## config.mk

```make
export PLATFORM = sky130hd
export DESIGN_NAME = ps2_keyb_receiver
export DESIGN_NICKNAME = d
export VERILOG_FILES = /design/src/rtl/ps2_keyb_receiver.sv
export SDC_FILE = /design/constraint.sdc
export NUM_CORES = 1
export LEC_CHECK = 0
export BUFFER_PORTS_ARGS = -buffer_cell sky130_fd_sc_hd__buf_4
export CAP_MARGIN = 0
export CORE_MARGIN = 3
export CORE_UTILIZATION = 51
export CTS_CLUSTER_DIAMETER = 100
export CTS_CLUSTER_SIZE = 25
export DETAILED_ROUTE_END_ITERATION = 8
export PLACE_DENSITY = 0.82
export SLEW_MARGIN = 0
export SYNTH_ARGS = -nofsm -noshare
export SYNTH_HDL_FRONTEND = slang
export SYNTH_SLANG_ARGS = --single-unit
```

## constraint.sdc

```tcl
create_clock -name clk -period 3.8 [get_ports clk]
set_input_delay 0.38 -clock clk [delete_from_list [all_inputs] [get_ports clk]]
set_output_delay 0.38 -clock clk [all_outputs]
set_load 0.01 [all_outputs]
```

## src/rtl/ps2_keyb_receiver.sv

```systemverilog
// PS/2 keyboard receiver: synchronise, glitch-filter, deframe and decode E0/F0 prefixed scan codes.
// Optional macro PS2_PARITY_CHECK_EN: reject frames with bad odd parity or a low stop bit.
module ps2_keyb_receiver #(
  parameter int wordsize       = 32,
  parameter int FILTER_LEN     = 8,
  parameter int TIMEOUT_CYCLES = 20000
) (
  input  logic                clk,
  input  logic                reset,
  input  logic                ps2_clk,
  input  logic                ps2_data,
  output logic [wordsize-1:0] keyb_char,
  output logic                key_valid,
  output logic                frame_err
);

  localparam int FCNT_W = (FILTER_LEN > 2) ? $clog2(FILTER_LEN) : 1;
  localparam int TCNT_W = $clog2(TIMEOUT_CYCLES);

  // The start bit is judged on the strobe that leaves IDLE, so no separate START state is held.
  typedef enum logic [1:0] {IDLE, DATA, PARITY, STOP} state_t;

  logic              clk_p0, clk_p1, dat_p0, dat_p1;
  logic              clk_filt;
  logic [FCNT_W-1:0] fcnt;
  logic              strobe;

  state_t            state, state_n;
  logic [2:0]        bitcnt, bitcnt_n;
  logic [7:0]        shreg, shreg_n;
  logic [TCNT_W-1:0] tcnt, tcnt_n;
  logic              ext, ext_n, brk, brk_n;
  logic [wordsize-1:0] char_n;
  logic              vld_n, err_n;
  logic              frame_ok;

`ifdef PS2_PARITY_CHECK_EN
  logic par_bit, par_n;

  function automatic logic check_frame(input logic [7:0] d, input logic p, input logic s);
    return (^{d, p}) & s;
  endfunction

  assign frame_ok = check_frame(shreg, par_bit, dat_p1);
`else
  assign frame_ok = 1'b1;
`endif

  // Stage p0/p1: two-flop synchronisers, then the level filter on the clock line
  always_ff @(posedge clk) begin
    if (reset) begin
      clk_p0   <= 1'b1;
      clk_p1   <= 1'b1;
      dat_p0   <= 1'b1;
      dat_p1   <= 1'b1;
      clk_filt <= 1'b1;
      fcnt     <= '0;
    end else begin
      clk_p0 <= ps2_clk;
      clk_p1 <= clk_p0;
      dat_p0 <= ps2_data;
      dat_p1 <= dat_p0;
      if (clk_p1 == clk_filt) begin
        fcnt <= '0;
      end else if (fcnt == FCNT_W'(FILTER_LEN - 1)) begin
        clk_filt <= clk_p1;
        fcnt     <= '0;
      end else begin
        fcnt <= fcnt + FCNT_W'(1);
      end
    end
  end

  // Strobe fires in the cycle the filtered clock is about to fall.
  assign strobe = clk_filt & ~clk_p1 & (fcnt == FCNT_W'(FILTER_LEN - 1));

  // Stage p2: deframing FSM and scan-code decode
  always_comb begin
    state_n  = state;
    bitcnt_n = bitcnt;
    shreg_n  = shreg;
    ext_n    = ext;
    brk_n    = brk;
    char_n   = keyb_char;
    vld_n    = 1'b0;
    err_n    = 1'b0;
    tcnt_n   = (strobe || state == IDLE) ? '0 : tcnt + TCNT_W'(1);
`ifdef PS2_PARITY_CHECK_EN
    par_n    = par_bit;
`endif
    case (state)
      IDLE: begin
        if (strobe) begin
          if (!dat_p1) begin
            state_n  = DATA;
            bitcnt_n = 3'd0;
          end else begin
            err_n = 1'b1;
          end
        end
      end
      DATA: begin
        if (strobe) begin
          shreg_n  = {dat_p1, shreg[7:1]};
          bitcnt_n = bitcnt + 3'd1;
          if (bitcnt == 3'd7) state_n = PARITY;
        end
      end
      PARITY: begin
        if (strobe) begin
`ifdef PS2_PARITY_CHECK_EN
          par_n = dat_p1;
`endif
          state_n = STOP;
        end
      end
      STOP: begin
        if (strobe) begin
          state_n = IDLE;
          if (!frame_ok) begin
            err_n = 1'b1;
          end else if (shreg == 8'hE0) begin
            ext_n = 1'b1;
          end else if (shreg == 8'hF0) begin
            brk_n = 1'b1;
          end else if (brk) begin
            if ({ext, shreg} == keyb_char[8:0]) char_n = '0;
            ext_n = 1'b0;
            brk_n = 1'b0;
          end else begin
            char_n = wordsize'({ext, shreg});
            vld_n  = 1'b1;
            ext_n  = 1'b0;
          end
        end
      end
      default: state_n = IDLE;
    endcase
    // A stalled partial frame is abandoned; prefix state survives.
    if (state != IDLE && !strobe && tcnt == TCNT_W'(TIMEOUT_CYCLES - 1)) begin
      state_n = IDLE;
      err_n   = 1'b1;
    end
  end

  always_ff @(posedge clk) begin
    if (reset) begin
      state     <= IDLE;
      tcnt      <= '0;
      ext       <= 1'b0;
      brk       <= 1'b0;
      keyb_char <= '0;
      key_valid <= 1'b0;
      frame_err <= 1'b0;
    end else begin
      state     <= state_n;
      tcnt      <= tcnt_n;
      ext       <= ext_n;
      brk       <= brk_n;
      keyb_char <= char_n;
      key_valid <= vld_n;
      frame_err <= err_n;
    end
  end

  always_ff @(posedge clk) begin
    bitcnt <= bitcnt_n;
    shreg  <= shreg_n;
`ifdef PS2_PARITY_CHECK_EN
    par_bit <= par_n;
`endif
  end

endmodule
```

-- After elaboration in Yosys (flattened, before gate mapping)
Cells that the tools add are included.
- add/sub/neg operators: 3
- eq/ne operators: 18
- multiplexer cells: 21
- bitwise logic cells: 8
- reductions and logical operators: 18
- operators by type and width (kind ; number):
    $mux W32 ; 2
    $eq A8 B8 Y1 const B ; 2
    $add A15 B1 Y15 const B ; 1
    $eq A15 B15 Y1 const B ; 1
    $ne A2 B2 Y1 const B ; 7
    $mux W2 ; 6
    $eq A9 B9 Y1 ; 1
    $mux W3 ; 3
    $mux W1 ; 8
    $pmux W2 S4 ; 1
    $add A3 B1 Y3 const B ; 2
    $eq A3 B3 Y1 const B ; 2
    $not A1 Y1 ; 6
    $pmux W3 S2 ; 1
    $reduce_and A3 Y1 ; 2
    $reduce_and A6 Y1 ; 1
    $reduce_and A5 Y1 ; 1
    $reduce_or A5 Y1 ; 1
    $eq A2 B2 Y1 const B ; 2
    $reduce_and A2 Y1 ; 2
    $reduce_and A4 Y1 ; 1
    $reduce_bool A2 Y1 ; 2
    $reduce_or A2 Y1 ; 2
    $reduce_or A3 Y1 ; 1
    other kinds (8) ; 10
- bits in registers: 72
- input port bits: 4
- output and inout bits: 34
- logic and storage cells: 83

-- Logic depth before layout (Yosys ltp)
Gate-level depths: netlist of run 1.
- depth in word-level cells: 7
- gate-level depth with buffers: 8
- gate-level depth less buffers: 6

-- Worst setup path before layout of run 1
No wires, ideal clock.
- path type: flip-flop to flip-flop
- start: register fcnt[0]
- end: register keyb_char[4]
- library setup time: 0.114 ns
- data arrival time: 1.449 ns
- required time: 3.686 ns
- setup slack: 2.236 ns
- stages on the path, launching flop included: 8
- path buffers: 1
- clock period less this slack: 1.564 ns
- cell sequence: dfxtp_1 -> ha_1 -> ha_1 -> and2_1 -> buf_4 -> and3_4 -> a21boi_4 -> o2bb2ai_2
- longest elaborated chain between the ends: 3
- RTL lines (what ; RTL line ; source):
    start: declaration ; 25 ; logic [FCNT_W-1:0] fcnt;
    start signal: assignment ; 69 ; fcnt <= fcnt + FCNT_W'(1);
    $eq A3 B3 Y1 ; 75 ; assign strobe = clk_filt & ~clk_p1 & (fcnt == FCNT_W'(FILTER_LEN - 1));
    $and A1 B1 Y1 ; 75 ;
    $reduce_and A5 Y1 (no line) ; - ;
    end signal: assignment ; 160 ; keyb_char <= char_n;
    end: declaration ; 12 ; output logic [wordsize-1:0] keyb_char,
Every way passes these cells.
A chain may end at the register's enable or synchronous reset.

-- Final worst setup path of run 1
- start: register fcnt[0]
- end: register keyb_char[7]
Same word-level chain as after synthesis.

==> run_results.csv, run 1 <==
group,metric,value,unit
worst_setup_path,reg2reg_to,"keyb_char[7]",
cts,clk_pin_slew_worst_paths,0.08,ns
place,dp_hpwl,2690,um
cts,cts_tree,"done",
cells_and_area,layout.cells.most_common,"dfxtp_1",
die,ios,38,
sta,setup_viol,0,
die,dieArea,5520,um^2
worst_setup_path,crit_type,"flop to flop",
die,die_h,74.3,um
global_routing,grt_max_degree,15,
place,portBuffers,14,
cts,cts_resized,0,
logic_synthesis,synth-seq-cells,49,
sta,final.setup.tns,0,ns
sta,rsz0062_at_grt,"false",
cells_and_area,finalNetCount,258,
routing,drc_errors,0,
cts,insertion_delay,0.29,ns
logic_synthesis,synth_cell_types,45,
routing,via_per_inst,4.94,
global_routing,grt_pass1_vias,1367,
hold_path,hp-class,"primary input to flop",
die,initial_utilization,53.9,%
logic_synthesis,async_flop_share,0,%
routing,wirelength,3660,um
cts,cts_root_buf,"clkbuf_8",
flow_run,drv_cap,0,
die,core_area,4410,um^2
cts,cts_made_buffers,5,
hold_path,whs_endpoint,"dat_p0",
logic_synthesis,ys_warn_count,0,
global_routing,antenna_found_initial,0,
routing,dr_total_vias,1468,
global_routing,gr-total-overflow,0,
sta,min_period,1.77,ns
cts,clock_sinks,49,
place,place_congestion,0.784,
logic_synthesis,syn_area,2380,um^2
global_routing,grt_pass1_wl,6120,um
sta,drv_slew,0,
routing,drt_iter0_drc,67,
cells_and_area,nFillCells,402,
place,pre_cts_slack,2.04,ns
worst_setup_path,worstPathRequired,4.03,ns
cells_and_area,diodes,0,
worst_setup_path,cp.arrival,2.00,ns
logic_synthesis,syn_inst,229,
worst_setup_path,critPathMaxFanout,8,
logic_synthesis,yosysSeqAreaShare,45.9,%
cells_and_area,area_growth,6.32,%
sta,period_share,46.6,%
power_and_ir_drop,p_leak,0.991,nW
routing,first_pass_iters,4,
sta,setup_slack,2.03,ns
status,run_status,"finished, final reports clean",
cells_and_area,layout_common_cells,"38 x dfxtp_1, 23 x conb_1, 22 x nor2_1",
cts,holdBufCountCts,0,
logic_synthesis,synth_edf_count,11,
die,rows,24,
routing,antenna_left,0,
cts,clockBufferDepth,2,
worst_setup_path,r2r_setup_slack,2.03,ns
routing,routedWlPerCell,12.3,um
worst_setup_path,critPathLaunchType,"flop",
worst_setup_path,critPathCaptureType,"flop",
sta,fmax,565,MHz
logic_synthesis,synth_area_per_cell,10.4,um^2
hold_path,hold_path_depth,2,
hold_path,hp-start,"ps2_data",
die,die_x,74.3,um
sta,final-hold-violation-count,0,
power_and_ir_drop,power.density,360,nW/um^2
cts,postCtsSetupRepairBufs,0,
global_routing,grt.total_usage,14.4,%
worst_setup_path,r2r_start,"fcnt[0]",
power_and_ir_drop,ir_drop,0.000198,V
cells_and_area,drive_above_1_share,18.0,%
cts,htreeDepth,2,
logic_synthesis,synth_ff_type,"dfxtp_1",
worst_setup_path,reg2reg_depth,6,
sta,clock_skew,0.00656,ns
flip-flops by register name, indices dropped and copies added (netlist names):
name / count
tcnt: 15
dat_p0: 1
brk: 1
ext: 1
frame_err: 1
state: 2
dat_p1: 1
shreg: 8
clk_p1: 1
clk_p0: 1
key_valid: 1
keyb_char: 9
clk_filt: 1
bitcnt: 3
fcnt: 3
per-layer routing:
layer	GRT usage [%]	up-vias	wire, um	share of wire (%)
li1	-	768	-	-
met1	18.8	667	1790	49
met2	23.4	31	1690	46
met3	3.24	2	172	4.7
met4	5.34	0	19	0.52
met5	0	-	0	0
through the flow:
step,instance area [um^2],util [%],hold WS (ns),power (W),instances
after global routing,2530,57.3,0.256,0.000940,297
final,2530,57.3,0.265,0.000910,297
after global placement,2420,54.8,0.393,0.000566,289
after detailed placement,2420,54.8,0.395,0.000567,289
after floorplan,2460,-,0.389,0.000580,251
after CTS,2530,57.3,0.254,0.000920,297
cell usage after synthesis, types with 2 or more instances:
cell | instances | area share [%]
and2_1 | 5 | 1.3
o2bb2ai_2 | 5 | 3.2
ha_1 | 10 | 5.3
nor2_2 | 2 | 0.53
nor2b_1 | 2 | 0.53
edfxtp_1 | 11 | 14
a31oi_1 | 3 | 0.79
buf_2 | 2 | 0.42
nor4_2 | 2 | 1.1
nor2_1 | 22 | 3.5
nor4_1 | 5 | 1.3
nand4_1 | 2 | 0.53
nor3_1 | 7 | 1.5
o21ai_2 | 4 | 1.5
buf_4 | 25 | 7.9
or2_2 | 4 | 1.1
inv_1 | 7 | 1.1
xor2_1 | 11 | 4.1
xnor2_1 | 11 | 4.1
dfxtp_1 | 38 | 32
and3_1 | 3 | 0.79
nand2b_1 | 2 | 0.53
nand2_1 | 19 | 3.0
nand3_1 | 6 | 1.3
report_power, final:
part	leakage [nW]	total, W	switching (W)	internal (W)
logic	0.537	0.0000227	0.0000174	0.00000532
registers	0.401	0.000532	0.000000635	0.000531
clock network	0.0528	0.000355	0.000161	0.000194
worst max-delay path, stage by stage (launching register included):
cell,delay [ns]
dfxtp_1,0.34
ha_1,0.14
ha_1,0.23
and2_1,0.29
and3_4,0.26
a21boi_4,0.31
o2bb2ai_2,0.14
worst max path at each step:
stage	cells after the start	to	startpoint	slack, ns
floorplan	7	keyb_char[4]	fcnt[0]	2.24
global placement	6	keyb_char[4]	fcnt[0]	2.10
detailed placement	6	keyb_char[7]	fcnt[0]	2.04
CTS	6	keyb_char[7]	fcnt[0]	1.99
global route	6	tcnt[3]	fcnt[0]	1.81
finish	6	keyb_char[7]	fcnt[0]	2.03
kinds of logic after synthesis:
logic type	share of synthesized area, %
flip-flops	45.9
adder cells (fa/ha/maj)	5.26
multiplexers	0.895
AND/OR/NAND/NOR	20.9
XOR/XNOR	8.11
buffers and inverters	10.1
other	0.158
AO/OA/AOI/OAI	8.74
area by class of cell:
type | instances | area [um^2] | share of cell area [%]
multi-input cells | 166 | 1130 | 44.7
well taps | 52 | 65.1 | 2.57
inverters | 8 | 30.0 | 1.19
repair buffers | 14 | 105 | 4.16
clock buffers | 6 | 72.6 | 2.87
flip-flops and latches | 49 | 1090 | 43.2
clock inverters | 2 | 33.8 | 1.34
(Power assumes the default switching activity.)
==> run 2: changes to the inputs <==
--- a/config.mk
+++ b/config.mk
@@ -8,11 +8,11 @@
 export BUFFER_PORTS_ARGS = -buffer_cell sky130_fd_sc_hd__buf_4
 export CAP_MARGIN = 0
 export CORE_MARGIN = 3
-export CORE_UTILIZATION = 51
+export CORE_UTILIZATION = 50
 export CTS_CLUSTER_DIAMETER = 100
 export CTS_CLUSTER_SIZE = 25
 export DETAILED_ROUTE_END_ITERATION = 8
-export PLACE_DENSITY = 0.82
+export PLACE_DENSITY = 0.84
 export SLEW_MARGIN = 0
 export SYNTH_ARGS = -nofsm -noshare
 export SYNTH_HDL_FRONTEND = slang
==> constraint.sdc (replaced) <==
create_clock -name clk -period 1.6 [get_ports clk]
set_input_delay 0.16 -clock clk [delete_from_list [all_inputs] [get_ports clk]]
set_output_delay 0.16 -clock clk [all_outputs]
set_load 0.01 [all_outputs]
==> run_results.csv, run 2 (synthesis results as in run 1) <==
group,metric,value,unit
status,run_status,"finished, final reports clean",
routing,drt_iter0_drc,57,
routing,routedWlPerCell,12.7,um
cells_and_area,finalNetCount,273,
cells_and_area,multi_input_area,1190,um^2
worst_setup_path,critPathLaunchType,"flop",
hold_path,hp-class,"primary input to flop",
cells_and_area,ff_latch_area,1090,um^2
cells_and_area,diodes,0,
routing,first_pass_iters,4,
global_routing,grt_max_degree,15,
worst_setup_path,crit_type,"flop to flop",
global_routing,grt_pass1_vias,1495,
die,die_x,75.0,um
cts,clock_sinks,49,
sta,period_share,96.8,%
power_and_ir_drop,fin_total_pwr,0.00202,W
die,rows,24,
cells_and_area,final_cells,312,
routing,via_per_inst,5.07,
global_routing,gr-total-overflow,0,
die,dieArea,5620,um^2
cells_and_area,nFillCells,357,
global_routing,grt.total_usage,16.0,%
routing,antenna_left,0,
die,ios,38,
cells_and_area,layout.cells.most_common,"dfxtp_1",
cells_and_area,largest_reg_flops,15,
sta,rsz0062_at_grt,"true",
die,initial_utilization,53.1,%
power_and_ir_drop,power.density,757,nW/um^2
worst_setup_path,critPathCaptureType,"flop",
cts,cts_made_buffers,5,
global_routing,grt_pass1_wl,6720,um
die,die_h,75.0,um
cells_and_area,fin_util,59.6,%
cells_and_area,layout_common_cells,"37 x dfxtp_1, 28 x buf_4, 23 x conb_1",
cells_and_area,final_area,2670,um^2
die,core_area,4470,um^2
hold_path,hold_path_depth,2,
sta,drv_slew,0,
worst_setup_path,cp_slowest_stage_delay,0.33,ns
worst_setup_path,crit_cells,6,
place,portBuffers,14,
sta,final-hold-violation-count,0,
place,dp_hpwl,2890,um
worst_setup_path,path_delay_family,"compound AO/OA/AOI/OAI gates",
sta,fmax,646,MHz
routing,wirelength,3970,um
worst_setup_path,reg2reg_depth,6,
place,dp_cells,300,
place,dpl_cell_area,2500,um^2
cells_and_area,area_growth,12.2,%
worst_setup_path,path_cells,"ha_1, ha_2, and2_4, and3_4, a21boi_4, o2bb2ai_2",
cts,cts_root_buf,"clkbuf_8",
worst_setup_path,path_buf_inv,0,
cells_and_area,drive_above_1_share,27.3,%
cells_and_area,max_flop_register,"tcnt",
sta,min_period,1.55,ns
worst_setup_path,crit_slowest_cell,"dfxtp_2",
power_and_ir_drop,p_leak,1.06,nW
worst_setup_path,critPathMaxFanout,8,
place,place_congestion,0.795,
worst_setup_path,cp.arrival,1.79,ns
sta,clock_skew,0.00945,ns
cts,clk_pin_slew_worst_paths,0.09,ns
cells_and_area,reg_top3,"tcnt (15), keyb_char (9), shreg (8)",
routing,drc_errors,0,
power_and_ir_drop,ir_drop,0.000304,V
cts,clockBufferDepth,2,
cts,insertion_delay,0.30,ns
cts,holdBufCountCts,0,
flow_run,drv_cap,0,
routing,dr_total_vias,1581,
sta,setup_viol,0,
worst_setup_path,worstPathRequired,1.84,ns
global_routing,antenna_found_initial,0,
cts,cts_tree,"done",
cts,htreeDepth,2,
-- run 2: final cells by class --
class	instances	area share, %
clock buffers	8	3.00
repair buffers	28	7.88
multi-input cells	167	44.6
flip-flops and latches	49	41.0
well taps	52	2.44
inverters	8	1.13
-- run 2: worst register-to-register path: stages, from the launching register on --
cell and delay, ns:
dfxtp_2 0.33, ha_1 0.15, ha_2 0.20, and2_4 0.19
and3_4 0.19, a21boi_4 0.30, o2bb2ai_2 0.13
-- run 2: what timing repair did --
item / in CTS / in global routing
buffers inserted: 1 / 2
gates resized for setup: 3 / 12
cloned: 1 / 0
pin swaps: 1 / 5
setup endpoints to repair: 10 / 31
-- run 2: stage by stage --
| step | hold slack [ns] | TNS, ns | worst slack [ns] |
|---|---|---|---|
| finish | 0.0425 | 0 | 0.0512 |
| global route | 0.0339 | -0.0680 | -0.0206 |
| CTS | 0.0298 | 0 | 0.00480 |
| detailed placement | 0.348 | -0.194 | -0.0432 |
| global placement | 0.348 | 0 | 0.0381 |
| floorplan | 0.264 | 0 | 0.0363 |
-- run 2: path summary, 6_finish.rpt --
path	start	endpoint	slack (ns)
max reg2reg	fcnt[0]	keyb_char[7]	0.05
min	ps2_clk	clk_p0	0.04
max	fcnt[0]	keyb_char[7]	0.05
min reg2reg	fcnt[0]	fcnt[0]	0.41
-- run 2: where the power goes --
part / leakage (nW) / internal (W) / switching [W]
logic: 0.620 / 0.0000148 / 0.0000429
registers: 0.402 / 0.00126 / 0.00000163
clock network: 0.0395 / 0.000311 / 0.000385
total: 1.06 / 0.00159 / 0.000429
-- run 2: per-layer routing --
layer  global-route usage (%)  routed length [um]
met1                     19.7                1760
met2                     25.1                1970
met3                     4.67                 146
met4                     8.50                  87
met5                        0                   0
